<file path="src/rtl/register_file_2r1w.sv">
// Two-read/one-write register file with registered reads, optional write-to-read
// bypass, optional hardwired-zero register 0, and a per-register pending scoreboard.
module register_file_2r1w #(
  parameter int ADDRESS_LEN = 4,
  parameter int DATA_LEN    = 16,
  parameter int ZERO_REG    = 0,
  parameter int BYPASS      = 1
) (
  input  logic                   clk,
  input  logic                   rst,
  input  logic                   rf_wr_en,
  input  logic [ADDRESS_LEN-1:0] wr_addr,
  input  logic [DATA_LEN-1:0]    wr_data,
  input  logic                   rd_en_a,
  input  logic [ADDRESS_LEN-1:0] rd_addr_a,
  output logic [DATA_LEN-1:0]    rd_data_a,
  output logic                   rd_valid_a,
  output logic                   pend_a,
  input  logic                   rd_en_b,
  input  logic [ADDRESS_LEN-1:0] rd_addr_b,
  output logic [DATA_LEN-1:0]    rd_data_b,
  output logic                   rd_valid_b,
  output logic                   pend_b,
  input  logic                   pend_set_en,
  input  logic [ADDRESS_LEN-1:0] pend_set_addr
);

  localparam int DEPTH = 2 ** ADDRESS_LEN;
  localparam logic [ADDRESS_LEN-1:0] ADDR_ZERO = {ADDRESS_LEN{1'b0}};
  localparam logic [DEPTH-1:0]       ONE_HOT_0 = {{(DEPTH-1){1'b0}}, 1'b1};

  logic [DATA_LEN-1:0] mem_r [DEPTH];
  logic [DEPTH-1:0]    pend_r;
  logic [DEPTH-1:0]    pend_next_s;
  logic [DEPTH-1:0]    clr_mask_s;
  logic [DEPTH-1:0]    set_mask_s;
  logic                wr_ok_s;
  logic                set_ok_s;
  logic [DATA_LEN-1:0] rd_data_a_s;
  logic [DATA_LEN-1:0] rd_data_b_s;
  logic                rd_pend_a_s;
  logic                rd_pend_b_s;

  // Qualify write/set against the hardwired-zero register and build the next pending vector
  always_comb begin
    wr_ok_s  = rf_wr_en    & ~((ZERO_REG == 1) && (wr_addr == ADDR_ZERO));
    set_ok_s = pend_set_en & ~((ZERO_REG == 1) && (pend_set_addr == ADDR_ZERO));
    clr_mask_s = wr_ok_s  ? (ONE_HOT_0 << wr_addr)       : {DEPTH{1'b0}};
    set_mask_s = set_ok_s ? (ONE_HOT_0 << pend_set_addr) : {DEPTH{1'b0}};
    // Set is applied after clear so a same-cycle set on the written register wins
    pend_next_s = (pend_r & ~clr_mask_s) | set_mask_s;
  end

  // Port A read mux: zero register, then bypass, then stored state
  always_comb begin
    rd_data_a_s = mem_r[rd_addr_a];
    rd_pend_a_s = pend_r[rd_addr_a];
    if ((ZERO_REG == 1) && (rd_addr_a == ADDR_ZERO)) begin
      rd_data_a_s = {DATA_LEN{1'b0}};
      rd_pend_a_s = 1'b0;
    end else if ((BYPASS == 1) && rf_wr_en && (rd_addr_a == wr_addr)) begin
      rd_data_a_s = wr_data;
      rd_pend_a_s = pend_next_s[rd_addr_a];
    end else begin
      rd_data_a_s = mem_r[rd_addr_a];
      rd_pend_a_s = pend_r[rd_addr_a];
    end
  end

  // Port B read mux: identical to port A
  always_comb begin
    rd_data_b_s = mem_r[rd_addr_b];
    rd_pend_b_s = pend_r[rd_addr_b];
    if ((ZERO_REG == 1) && (rd_addr_b == ADDR_ZERO)) begin
      rd_data_b_s = {DATA_LEN{1'b0}};
      rd_pend_b_s = 1'b0;
    end else if ((BYPASS == 1) && rf_wr_en && (rd_addr_b == wr_addr)) begin
      rd_data_b_s = wr_data;
      rd_pend_b_s = pend_next_s[rd_addr_b];
    end else begin
      rd_data_b_s = mem_r[rd_addr_b];
      rd_pend_b_s = pend_r[rd_addr_b];
    end
  end

  // Storage, pending vector and registered read outputs
  always_ff @(posedge clk) begin
    if (rst) begin
      for (int i = 0; i < DEPTH; i++) begin
        mem_r[i] <= {DATA_LEN{1'b0}};
      end
      pend_r     <= {DEPTH{1'b0}};
      rd_data_a  <= {DATA_LEN{1'b0}};
      rd_data_b  <= {DATA_LEN{1'b0}};
      rd_valid_a <= 1'b0;
      rd_valid_b <= 1'b0;
      pend_a     <= 1'b0;
      pend_b     <= 1'b0;
    end else begin
      if (wr_ok_s) begin
        mem_r[wr_addr] <= wr_data;
      end
      pend_r     <= pend_next_s;
      rd_valid_a <= rd_en_a;
      rd_valid_b <= rd_en_b;
      if (rd_en_a) begin
        rd_data_a <= rd_data_a_s;
        pend_a    <= rd_pend_a_s;
      end
      if (rd_en_b) begin
        rd_data_b <= rd_data_b_s;
        pend_b    <= rd_pend_b_s;
      end
    end
  end

endmodule

</file>
<file path="config.mk">
export PLATFORM = sky130hd
export DESIGN_NAME = register_file_2r1w
export DESIGN_NICKNAME = d
export VERILOG_FILES = /design/src/rtl/register_file_2r1w.sv
export SDC_FILE = /design/constraint.sdc
export NUM_CORES = 1
export LEC_CHECK = 0
export ABC_AREA = 0
export CAP_MARGIN = 20
export CORE_ASPECT_RATIO = 0.6
export CORE_MARGIN = 2
export CORE_UTILIZATION = 35
export CTS_BUF_LIST = sky130_fd_sc_hd__clkbuf_8
export DETAILED_ROUTE_END_ITERATION = 12
export DONT_BUFFER_PORTS = 1
export PLACE_DENSITY = 0.61
export SYNTH_ARGS = -nofsm -noshare
export SYNTH_HDL_FRONTEND = slang
export SYNTH_SLANG_ARGS = --single-unit
</file>
<file path="constraint.sdc">
create_clock -name clk -period 2.55 [get_ports clk]
set_input_delay 0.3825 -clock clk [delete_from_list [all_inputs] [get_ports clk]]
set_output_delay 0.3825 -clock clk [all_outputs]
set_load 0.05 [all_outputs]
</file>
Yosys cells after proc, flatten, opt, wreduce, memory -nomap -nowiden
Memories as Yosys holds them, arrays and structs flattened. A register that Yosys moved wholly into a read port is not among the register bits.
Index checks and enable logic that the tools add are counted.
{"block": "totals", "output_inout_bits": 36, "input_bits": 38, "ramBits": 256, "ff_bits": 20, "memories": 1, "word_cells": 38}
{"block": "op_classes", "n_mux": 20, "reduce_logical": 3, "bitwise": 3, "n_eq_ne": 2, "order_cmp": 2, "n_shift": 2}
{"memory": "mem_r", "words": 16, "word_bits": 16, "rd": 2, "rd_ports_with_merged_regs": 2, "write_ports": 16, "line_no": "32", "source": "logic [DATA_LEN-1:0] mem_r [DEPTH];"}
{"operator": "two-way mux 16 bit", "count": 3}
{"operator": "left shift 1 x 4 -> 16 bit (first input constant)", "count": 2}
{"operator": "bitwise AND 16 bit", "count": 1}
{"operator": "binary-select mux 1 bit (select 4 bit)", "count": 4}
{"operator": "inverter 16 bit", "count": 1}
{"operator": "OR 16 bit", "count": 1}
{"operator": "OR reduction 16 bit", "count": 1}
{"operator": "two-way mux 1 bit", "count": 12}
{"operator": "< comparator 4 x 5 -> 1 bit (second input constant)", "count": 2}
{"operator": "equality test 4 bit", "count": 2}
{"operator": "two-way mux 4 bit", "count": 1}
{"operator": "logical AND 1 bit", "count": 2}

Depth between registers and ports, before layout
Gate-level depths: netlist (run 1).
{"block": "depth", "word_depth": 8, "ltp_mapped": 9, "ltp_nobuf": 6}

Least setup slack after synthesis (run 1)
No wires, ideal clock.
{"block": "synth_timing", "kind": "input port to flip-flop", "startpoint": "input wr_addr[1]", "endpoint": "memory mem_r[0][0] (enable)", "setup_time_ns": 0.392, "arrival_time_ns": 1.852, "required_time_ns": 2.158, "path_buffers": 2, "cell_stages": 4, "slack_ns": 0.306, "cell_sequence": "buf_2 or3b_1 buf_6 o21bai_1"}
{"item": "start, declared", "line_no": "12", "source": "input logic [ADDRESS_LEN-1:0] wr_addr,"}
{"item": "end, declared", "line_no": "32"}

==> results of run 1 <==
power groups by stage:
stage / Sequential, mW / Clock [mW] / Combinational, mW
after floorplan: 6.13 / 0 / 1.01
after global placement: 6.19 / 0 / 1.10
after detailed placement: 6.21 / 0 / 1.11
final: 6.10 / 3.89 / 1.26
after CTS: 6.10 / 3.94 / 1.25
after global routing: 6.13 / 4.16 / 1.34
worst max-delay path, delay by kind of cell, from the launching register on:
family                 cells  cell delay, ns
AO/OA/AOI/OAI              3            0.60
AND/OR/NAND/NOR            1            0.14
flip-flops                 1            0.39
multiplexers               1            0.48
buffers and inverters      1            0.56
sequential cells by signal, indices dropped and copies added, names as in the netlist:
signal / count
rd_valid_a: 1
pend_r: 16
rd_data_a: 16
mem_r: 256
pend_a: 1
rd_valid_b: 1
pend_b: 1
rd_data_b: 16
path summary, 6_finish.rpt:
check / startpoint / to / cells after the start
worst min register to register: pend_r[7]$_SDFF_PP0_ / pend_r[7]$_SDFF_PP0_ / 2
worst min-delay path: pend_set_addr[3] / pend_r[12]$_SDFF_PP0_ / 2
worst max-delay path: mem_r[5][2]$_SDFFCE_PN0P_ / rd_data_b[2]$_SDFFE_PP0P_ / 6
worst max register to register: mem_r[5][2]$_SDFFCE_PN0P_ / rd_data_b[2]$_SDFFE_PP0P_ / 6
Yosys cell counts, drive strengths merged, types with 5 or more instances:
cell	instances	share of area, %
a211oi	5	0.23
a21oi	20	0.60
a311oi	34	1.8
a32oi	5	0.26
and2	256	9.6
buf	45	1.6
clkbuf	71	1.6
dfxtp	52	6.3
edfxtp	256	46
mux2	16	1.1
mux2i	29	1.7
mux4	139	19
nand2	125	2.8
nand2b	7	0.26
nand3	12	0.36
nor2	60	1.4
nor2b	11	0.41
o211ai	31	1.4
o21ai	20	0.67
o21bai	16	0.72
xor2	6	0.32
logic make-up after synthesis:
kind of cell	share of synthesized area (%)
xor+xnor	0.422
mux	21.7
simple gates	15.6
flops	52.6
compound gates	6.40
buf+inv	3.31
routing by layer:
layer	track usage (%)	routed length [um]	vias up
li1	-	-	4727
met1	32.4	23400	5796
met2	32.0	23400	698
met3	5.79	6260	95
met4	4.62	983	0
met5	0	0	-
what timing repair did:
action / CTS / global route
setup endpoints to repair: 0 / 0
hold buffers: 22 / 0
endpoints found under the hold margin: 308 / 0
layout make-up:
class | count | area share (%)
Clock inverter | 35 | 0.845
Tap cell | 630 | 4.29
Clock buffer | 50 | 3.75
Timing Repair Buffer | 67 | 3.24
Antenna cell | 2 | 0.0273
Multi-Input combinational cell | 826 | 40.2
Sequential cell | 308 | 47.5
Inverter | 3 | 0.0613
through the flow:
stage / instance area [sq um] / cells / power, mW
6_report: 18400 / 1921 / 11.3
5_1_grt: 18400 / 1920 / 11.6
4_1_cts: 18400 / 1919 / 11.3
3_5_place_dp: 17300 / 1812 / 7.32
3_3_place_gp: 17300 / 1812 / 7.30
2_1_floorplan: 16600 / 1253 / 7.13
==> impl_metrics.csv, run 1 <==
group,metric,value,unit
worst_setup_path,crit_required,3.05,ns
floorplan,row_count,61,
pwr,p_clk_share,34.6,%
logic_synthesis,ys.warnings.count,0,
logic_synthesis,synth_nets,1291,
sta,fin_crit_sh,89.8,%
sta,fmax,437,MHz
clock_network,root_buffer,"clkbuf_8",
final_layout,multi_input_area,0.00739,sq mm
floorplan,die_w,285,um
logic_synthesis,syn_area_per_cell,13.3,sq um
worst_setup_path,crit_fanout,2,
clock_network,htree_num_levels,2,
placement,port_buffers,0,
worst_setup_path,start_kind,"register",
grt,grt_pass1_wl,79.0,mm
worst_setup_path,cp-end-kind,"register",
worst_setup_path,critPathKind,"reg2reg",
final_layout,n_fill_cell,4406,
pwr,p_leak,6.35,nW
sta,setup_tns,0,ns
placement,dp_hpwl,31.8,mm
grt,grt_pass1_vias,11100,
clock_network,ctsResizeCount,0,
pwr,switchingPower,3.05,mW
final_layout,fin_util,39.4,%
logic_synthesis,synth.cell_area,0.0166,sq mm
logic_synthesis,synth_cells,1253,
final_layout,nNetsFinal,1290,
grt,grt_usage,21.9,%
placement,place_ws,0.359,ns
detailed_routing,post_drt_wl_per_cell,28.1,um
logic_synthesis,ys_ff_latch,308,
clock_network,clk_latency,0.61,ns
floorplan,io_pins,74,
sta,hold_ws,0.0390,ns
floorplan,fp.dieH,173,um
clock_network,clkSinkCount,308,
detailed_routing,num_vias,11300,
sta,fin_worst_skew,0.0296,ns
sta,fin_crit,2.29,ns
sta,setup_viol,0,
logic_synthesis,ys_types,50,
logic_synthesis,seq_area_frac_synth,52.6,%
grt,antenna_found_initial,2,
clock_network,clk_pin_slew,0.06,ns
pwr,combPwrFrac,11.2,%
final_layout,drive_gt1_share,22.0,%
sta,hold_viol_final,0,
job,drv.max_cap_violation_count,0,
clock_network,clockBufferDepth,3,
floorplan,placeableCoreArea,0.0466,sq mm
detailed_routing,dr.pass1.iters,5,
clock_network,cts_tree,"done",
pwr,swShare,27.1,%
sta,max-slew-margin-rel,53.0,%
grt,grt_max_degree,77,
pwr,p_int,8.21,mW
final_layout,final_cell_mix,"and2_1, edfxtp_1, mux4_2",
final_layout,syn_to_final_growth,10.6,%
clock_network,cts_buffers,46,
grt,gr-total-overflow,0,
logic_synthesis,synth_ff_type,"edfxtp_1",
logic_synthesis,async_reset_ff_share,0,%
logic_synthesis,synth-edff-count,256,
worst_setup_path,cp_slowest_cell,"dlygate4sd3_1",
hold_path,hold_path.class,"in2reg",
detailed_routing,drt_iter0_markers,1424,
detailed_routing,vias_per_cell,5.89,
sta,tightest_slew,0.704,ns
worst_setup_path,max_stage_delay,0.56,ns
worst_setup_path,arrival,2.79,ns
final_layout,seq_area,0.00873,sq mm
worst_setup_path,worstPathCellList,"mux4_2 -> nor2b_1 -> a211oi_1 -> a311o_1 -> a311oi_1 -> dlygate4sd3_1",
pwr,powerDensity,613,mW/mm^2
sta,rsz0062_at_grt,"no",
sta,drv_slew,0,
placement,routabilityCongestion,0.878,
sta,setup_ws,0.260,ns
pwr,share_seq_of_total_power,54.2,%
worst_setup_path,rrSetupSlack,0.26,ns
clock_network,post-cts-setup-buffer-count,0,
detailed_routing,remaining_drc_errors,0,
pwr,ir_worst_vdd,0.000384,V
floorplan,dieArea,0.0493,sq mm
outcome,status,"finished, final reports clean",
detailed_routing,wirelength,54.0,mm
detailed_routing,drtAntennaViolNets,0,
floorplan,start_util,35.7,%
(Power assumes the default switching activity.)
==> run 2: changes to the inputs <==
Settings changed: RECOVER_POWER set to 25.
==> run 2 against run 1 <==
  * The flow now finishes with violations (max-capacitance violations, max-slew violations)
  * Fmax down 3.2%
  * Largest power group unchanged
  * First-iteration DRC count up 0.42%
  * Critical path type unchanged
  * Sequential cell count unchanged
  * Largest cell class unchanged
  * Clock-buffer cell count unchanged
==> impl_metrics.csv, run 2 (synthesis gave the netlist of run 1 again) <==
group,metric,value,unit
clock_network,cts_buffers,46,
clock_network,clkSinkCount,308,
detailed_routing,drtAntennaViolNets,0,
sta,fmax,422,MHz
outcome,status,"finished, violations left",
placement,routabilityCongestion,0.878,
placement,port_buffers,0,
pwr,combPwrFrac,11.1,%
clock_network,clk_latency,0.62,ns
clock_network,post-cts-setup-buffer-count,0,
pwr,total_power,11.3,mW
grt,gr-total-overflow,0,
clock_network,clockBufferDepth,3,
detailed_routing,post_drt_wl_per_cell,28.3,um
final_layout,nNetsFinal,1290,
sta,fin_crit,2.37,ns
floorplan,start_util,35.7,%
clock_network,root_buffer,"clkbuf_8",
grt,grt_pass1_vias,11100,
hold_path,hold_path.class,"in2reg",
worst_setup_path,critPathKind,"reg2reg",
final_layout,seq_area,0.00873,sq mm
floorplan,placeableCoreArea,0.0466,sq mm
worst_setup_path,start_kind,"register",
worst_setup_path,crit_start,"mem_r[14][1]$_SDFFCE_PN0P_",
pwr,ir_worst_vdd,0.000384,V
placement,dp_hpwl,31.8,mm
worst_setup_path,cp-endpoint,"rd_data_a[1]$_SDFFE_PP0P_",
final_layout,drive_gt1_share,20.7,%
pwr,swShare,27.1,%
pwr,switchingPower,3.05,mW
grt,antenna_found_initial,2,
sta,fin_crit_sh,92.8,%
pwr,p_int,8.20,mW
final_layout,multi_input_area,0.00738,sq mm
job,drv.max_cap_violation_count,2,
pwr,p_leak,6.25,nW
detailed_routing,drt_iter0_markers,1430,
final_layout,final_cell_mix,"edfxtp_1, and2_1, mux4_2",
outcome,failed_checks,"max-capacitance violations, max-slew violations",
final_layout,syn_to_final_growth,10.1,%
pwr,powerDensity,616,mW/mm^2
detailed_routing,wirelength,54.3,mm
clock_network,clk_pin_slew,0.07,ns
sta,fin_worst_skew,0.0341,ns
pwr,p_clk_share,34.6,%
clock_network,cts_tree,"done",
worst_setup_path,reg2reg_from,"mem_r[14][1]$_SDFFCE_PN0P_",
sta,setup_tns,0,ns
final_layout,n_fill_cell,4425,
pwr,share_seq_of_total_power,54.2,%
sta,hold_viol_final,0,
detailed_routing,num_vias,11300,
floorplan,fp.dieH,173,um
clock_network,htree_num_levels,2,
final_layout,final_common_cell,"edfxtp_1",
final_layout,largest_reg_flops,256,
worst_setup_path,arrival,2.87,ns
grt,grt_usage,21.9,%
detailed_routing,dr.pass1.iters,5,
grt,grt_pass1_wl,79.0,mm
sta,rsz0062_at_grt,"no",
floorplan,die_w,285,um
detailed_routing,vias_per_cell,5.90,
sta,drv_slew,34,
worst_setup_path,crit_required,3.05,ns
final_layout,regMostFlops,"mem_r",
grt,grt_max_degree,77,
floorplan,io_pins,74,
worst_setup_path,r2r_end,"rd_data_a[1]$_SDFFE_PP0P_",
hold_path,hold_depth,3,
sta,max-slew-margin-rel,-4.24,%
sta,setup_viol,0,
sta,tightest_slew,1.56,ns
floorplan,dieArea,0.0493,sq mm
detailed_routing,remaining_drc_errors,0,
worst_setup_path,r2r_cells,6,
worst_setup_path,crit_fanout,2,
floorplan,row_count,61,
worst_setup_path,rrSetupSlack,0.18,ns
worst_setup_path,cp-end-kind,"register",
-- run 2: layout make-up --
cell class,count,share of cell area [%]
clock inverters,35,0.849
repair buffers,67,2.85
inverters,3,0.0616
diodes,2,0.0274
clock buffers,50,3.76
flip-flops and latches,308,47.8
well taps,630,4.31
multi-input cells,826,40.4
-- run 2: per-stage QoR --
step	cell area (sq um)	setup WS, ns	instances	utilization, %	hold WS, ns
global placement	17300	0.380	1812	37.1	0.470
CTS	18400	0.284	1919	39.4	0.00907
global route	18300	0.163	1920	39.3	0.0233
floorplan	16600	0.306	1253	-	0.489
finish	18300	0.183	1921	39.3	0.0392
detailed placement	17300	0.359	1812	37.1	0.475
-- run 2: worst min path at each step --
stage,endpoint,start
5_1_grt,pend_r[12]$_SDFF_PP0_,pend_set_addr[3]
3_3_place_gp,rd_data_a[14]$_SDFFE_PP0P_,rst
2_1_floorplan,pend_r[12]$_SDFF_PP0_,pend_r[12]$_SDFF_PP0_
4_1_cts,pend_r[12]$_SDFF_PP0_,pend_set_addr[3]
3_5_place_dp,rd_data_a[14]$_SDFFE_PP0P_,rst
6_report,pend_r[2]$_SDFF_PP0_,pend_set_addr[2]
-- run 2: timing repair --
item                                   CTS  global route
hold buffers                            22             0
gates resized for setup                  0             0
endpoints found under the hold margin  308             0
-- run 2: worst max-delay path, stage by stage, from the launching register on --
cell and delay (ns):
edfxtp_1 0.41, mux4_2 0.47, mux2i_1 0.35, nand2_1 0.11, o211ai_1 0.15, a311oi_1 0.14, dlygate4sd3_1 0.63
-- run 2: routing by layer --
| layer | up-vias | part of all wire [%] | global-route usage, % |
|---|---|---|---|
| met5 | - | 0 | 0 |
| met4 | 0 | 2.0 | 4.62 |
| met3 | 96 | 12 | 5.79 |
| met2 | 722 | 43 | 32.0 |
| met1 | 5794 | 43 | 32.4 |
| li1 | 4729 | - | - |
-- run 2: power by group through the flow --
stage          clock [mW]  combinational, mW  sequential (mW)
2_1_floorplan           0               1.01             6.13
3_3_place_gp            0               1.10             6.19
3_5_place_dp            0               1.11             6.21
4_1_cts              3.94               1.25             6.10
5_1_grt              4.16               1.33             6.14
6_report             3.90               1.25             6.10
==> run 3: changes to the inputs <==
Settings changed: ABC_AREA 0 to 1.
==> run 3 against run 2 <==
  * The run still ends with max-capacitance violations, max-slew violations left
  * Sequential cell count is the same
  * First-iteration DRC count grew 65%
  * Cell count grew 34%
  * Register-to-register slack gained 0.95 ns
  * Worst hold slack lost 0.017 ns
  * Critical path type is now in2reg
  * Critical endpoint is now mem_r[15][5]$_SDFFCE_PN0P_
  * Largest cell class unchanged
==> impl_metrics.csv, run 3 <==
group,metric,value,unit
logic_synthesis,synthTopCellsByCount,"nor2_1, o21ai_0, edfxtp_1",
final_layout,final_cell_mix,"nor2_1, o21ai_0, edfxtp_1",
placement,place_ws,0.579,ns
worst_setup_path,start_kind,"input port",
floorplan,start_util,35.6,%
grt,grt_pass1_wl,87.6,mm
outcome,failed_checks,"max-capacitance violations, max-slew violations",
logic_synthesis,synth_cells,1970,
pwr,switchingPower,3.31,mW
final_layout,num_antenna_cells,0,
grt,antenna_found_initial,0,
grt,grt_pass1_vias,13500,
sta,rsz0062_at_grt,"no",
detailed_routing,drtAntennaViolNets,0,
worst_setup_path,cp-end-kind,"register",
logic_synthesis,ys_types,28,
pwr,p_int,8.20,mW
logic_synthesis,synthTopCellsByArea,"edfxtp_1, o21ai_0, nor2_1, a21oi_1, dfxtp_1",
worst_setup_path,crit_required,2.76,ns
job,drv.max_cap_violation_count,4,
worst_setup_path,critPathKind,"in2reg",
detailed_routing,remaining_drc_errors,0,
worst_setup_path,reg2reg_from,"mem_r[4][14]$_SDFFCE_PN0P_",
logic_synthesis,yosysTopAreaCell,"edfxtp_1",
sta,drv_slew,68,
clock_network,ctsResizeCount,0,
floorplan,die_w,285,um
grt,grt_max_degree,235,
logic_synthesis,synth_top_cell_area_share,46.4,%
detailed_routing,dr.pass1.iters,6,
floorplan,dieArea,0.0491,sq mm
final_layout,multi_input_area,0.00649,sq mm
final_layout,nNetsFinal,1951,
clock_network,clockBufferDepth,3,
worst_setup_path,r2r_cells,6,
detailed_routing,wirelength,59.8,mm
final_layout,n_fill_cell,4627,
logic_synthesis,synth_nets,2008,
final_layout,largest_reg_flops,256,
detailed_routing,vias_per_cell,5.88,
hold_path,hold_path.class,"in2reg",
sta,setup_tns,0,ns
floorplan,io_pins,74,
pwr,share_seq_of_total_power,52.7,%
hold_path,hold_depth,2,
clock_network,clkSinkCount,308,
worst_setup_path,crit_fanout,20,
sta,hold_ws,0.0223,ns
sta,fmax,486,MHz
clock_network,root_buffer,"clkbuf_8",
sta,hold_viol_final,0,
placement,dp_hpwl,35.0,mm
logic_synthesis,synth.cell_area,0.0166,sq mm
grt,gr-total-overflow,0,
clock_network,cts_buffers,45,
logic_synthesis,ys_ff_latch,308,
pwr,powerDensity,642,mW/mm^2
logic_synthesis,async_reset_ff_share,0,%
pwr,p_leak,6.63,nW
clock_network,clk_latency,0.63,ns
pwr,ir_worst_vdd,0.000390,V
hold_path,holdPathEnd,"rd_data_a[13]$_SDFFE_PP0P_",
floorplan,placeableCoreArea,0.0465,sq mm
sta,tightest_slew,1.72,ns
placement,placed_area,0.0169,sq mm
pwr,p_clk_share,36.5,%
outcome,status,"finished, violations left",
final_layout,syn_to_final_growth,8.33,%
floorplan,fp.dieH,172,um
sta,setup_ws,0.491,ns
detailed_routing,drt_iter0_markers,2361,
sta,fin_worst_skew,0.0441,ns
grt,grt_usage,23.8,%
placement,port_buffers,0,
final_layout,regMostFlops,"mem_r",
clock_network,htree_num_levels,2,
clock_network,clk_pin_slew,0.07,ns
clock_network,cts_tree,"done",
worst_setup_path,arrival,2.27,ns
logic_synthesis,ys.warnings.count,0,
worst_setup_path,r2r_end,"rd_data_b[14]$_SDFFE_PP0P_",
floorplan,row_count,61,
detailed_routing,post_drt_wl_per_cell,23.2,um
final_layout,fin_area,0.0179,sq mm
detailed_routing,num_vias,15100,
final_layout,drive_gt1_share,5.81,%
logic_synthesis,syn_area_per_cell,8.41,sq um
logic_synthesis,synth_ff_type,"edfxtp_1",
pwr,swShare,28.8,%
sta,fin_crit,2.06,ns
final_layout,seq_area,0.00873,sq mm
logic_synthesis,synth-edff-count,256,
sta,max-slew-margin-rel,-14.7,%
logic_synthesis,seq_area_frac_synth,52.7,%
final_layout,final_common_cell,"nor2_1",
pwr,combPwrFrac,10.8,%
sta,setup_viol,0,
hold_path,worstHoldStart,"rd_en_a",
sta,fin_crit_sh,80.7,%
placement,routabilityCongestion,0.879,
logic_synthesis,synth_most_common_cell,"nor2_1",
worst_setup_path,rrSetupSlack,1.13,ns
## run 3: cell types whose count changed after synthesis, moves of 119 or more
cell,change
a21oi_1,+188
o21ai_0,+345
nor2_1,+318
and2_1,-256
nand3_1,+127
mux4_2,-139
inv_1,+119
## run 3: cell type report
type	instances	area share, %
inverter	128	2.69
clock inverter	31	1.23
timing repair buffer	68	3.17
tap	630	4.39
sequential	308	48.7
clock buffer	48	3.68
multi-input combinational	1362	36.2
## run 3: critical path, cell delays in order
cell and delay [ns]:
clkinv_1 0.41, nand2_1 0.20, clkbuf_1 1.26
## run 3: cells by family after synthesis
logic type / share of synthesized area (%)
xor gates and xnor gates: 0.106
and+or+nand+nor: 16.5
DFF: 52.7
AOI/OAI and AO/OA: 22.6
buffers and inverters: 8.08
## run 3: power groups by stage
stage          combinational (mW)  clock [mW]  sequential, mW
6_report                     1.24        4.20            6.06
5_1_grt                      1.38        4.42            6.09
4_1_cts                      1.23        4.19            6.06
3_5_place_dp                 1.17           0            6.17
3_3_place_gp                 1.16           0            6.16
2_1_floorplan               0.994           0            6.11
## run 3: worst max path at each step
stage	cells after the start	to	startpoint	slack, ns
after floorplan	5	mem_r[10][0]$_SDFFCE_PN0P_	rst	0.78
after global placement	11	pend_b$_SDFFE_PP0P_	rf_wr_en	0.61
after detailed placement	8	pend_a$_SDFFE_PP0P_	rd_addr_a[0]	0.58
after CTS	0	rd_data_a[13]	rd_data_a[13]$_SDFFE_PP0P_	0.83
after global routing	3	mem_r[12][0]$_SDFFCE_PN0P_	rst	0.44
final	3	mem_r[15][5]$_SDFFCE_PN0P_	rst	0.49
## run 3: through the flow
step	utilization, %	total power, mW	instances
6_report	38.6	11.5	2575
3_3_place_gp	36.3	7.32	2476
5_1_grt	38.6	11.9	2575
2_1_floorplan	-	7.11	1970
4_1_cts	38.7	11.5	2575
3_5_place_dp	36.3	7.34	2476
## run 3: layer usage
layer | track usage, % | vias to the layer above | routed length, um
met5 | 0 | - | 0
met4 | 7.44 | 0 | 1550
met3 | 5.61 | 106 | 8010
met2 | 33.0 | 1034 | 24400
met1 | 36.2 | 7189 | 25900
li1 | - | 6802 | -
## run 3: timing repair
item                      4_1_cts  5_1_grt
hold endpoints to repair       52        0
buffers inserted                0        0
hold buffers                   20        0
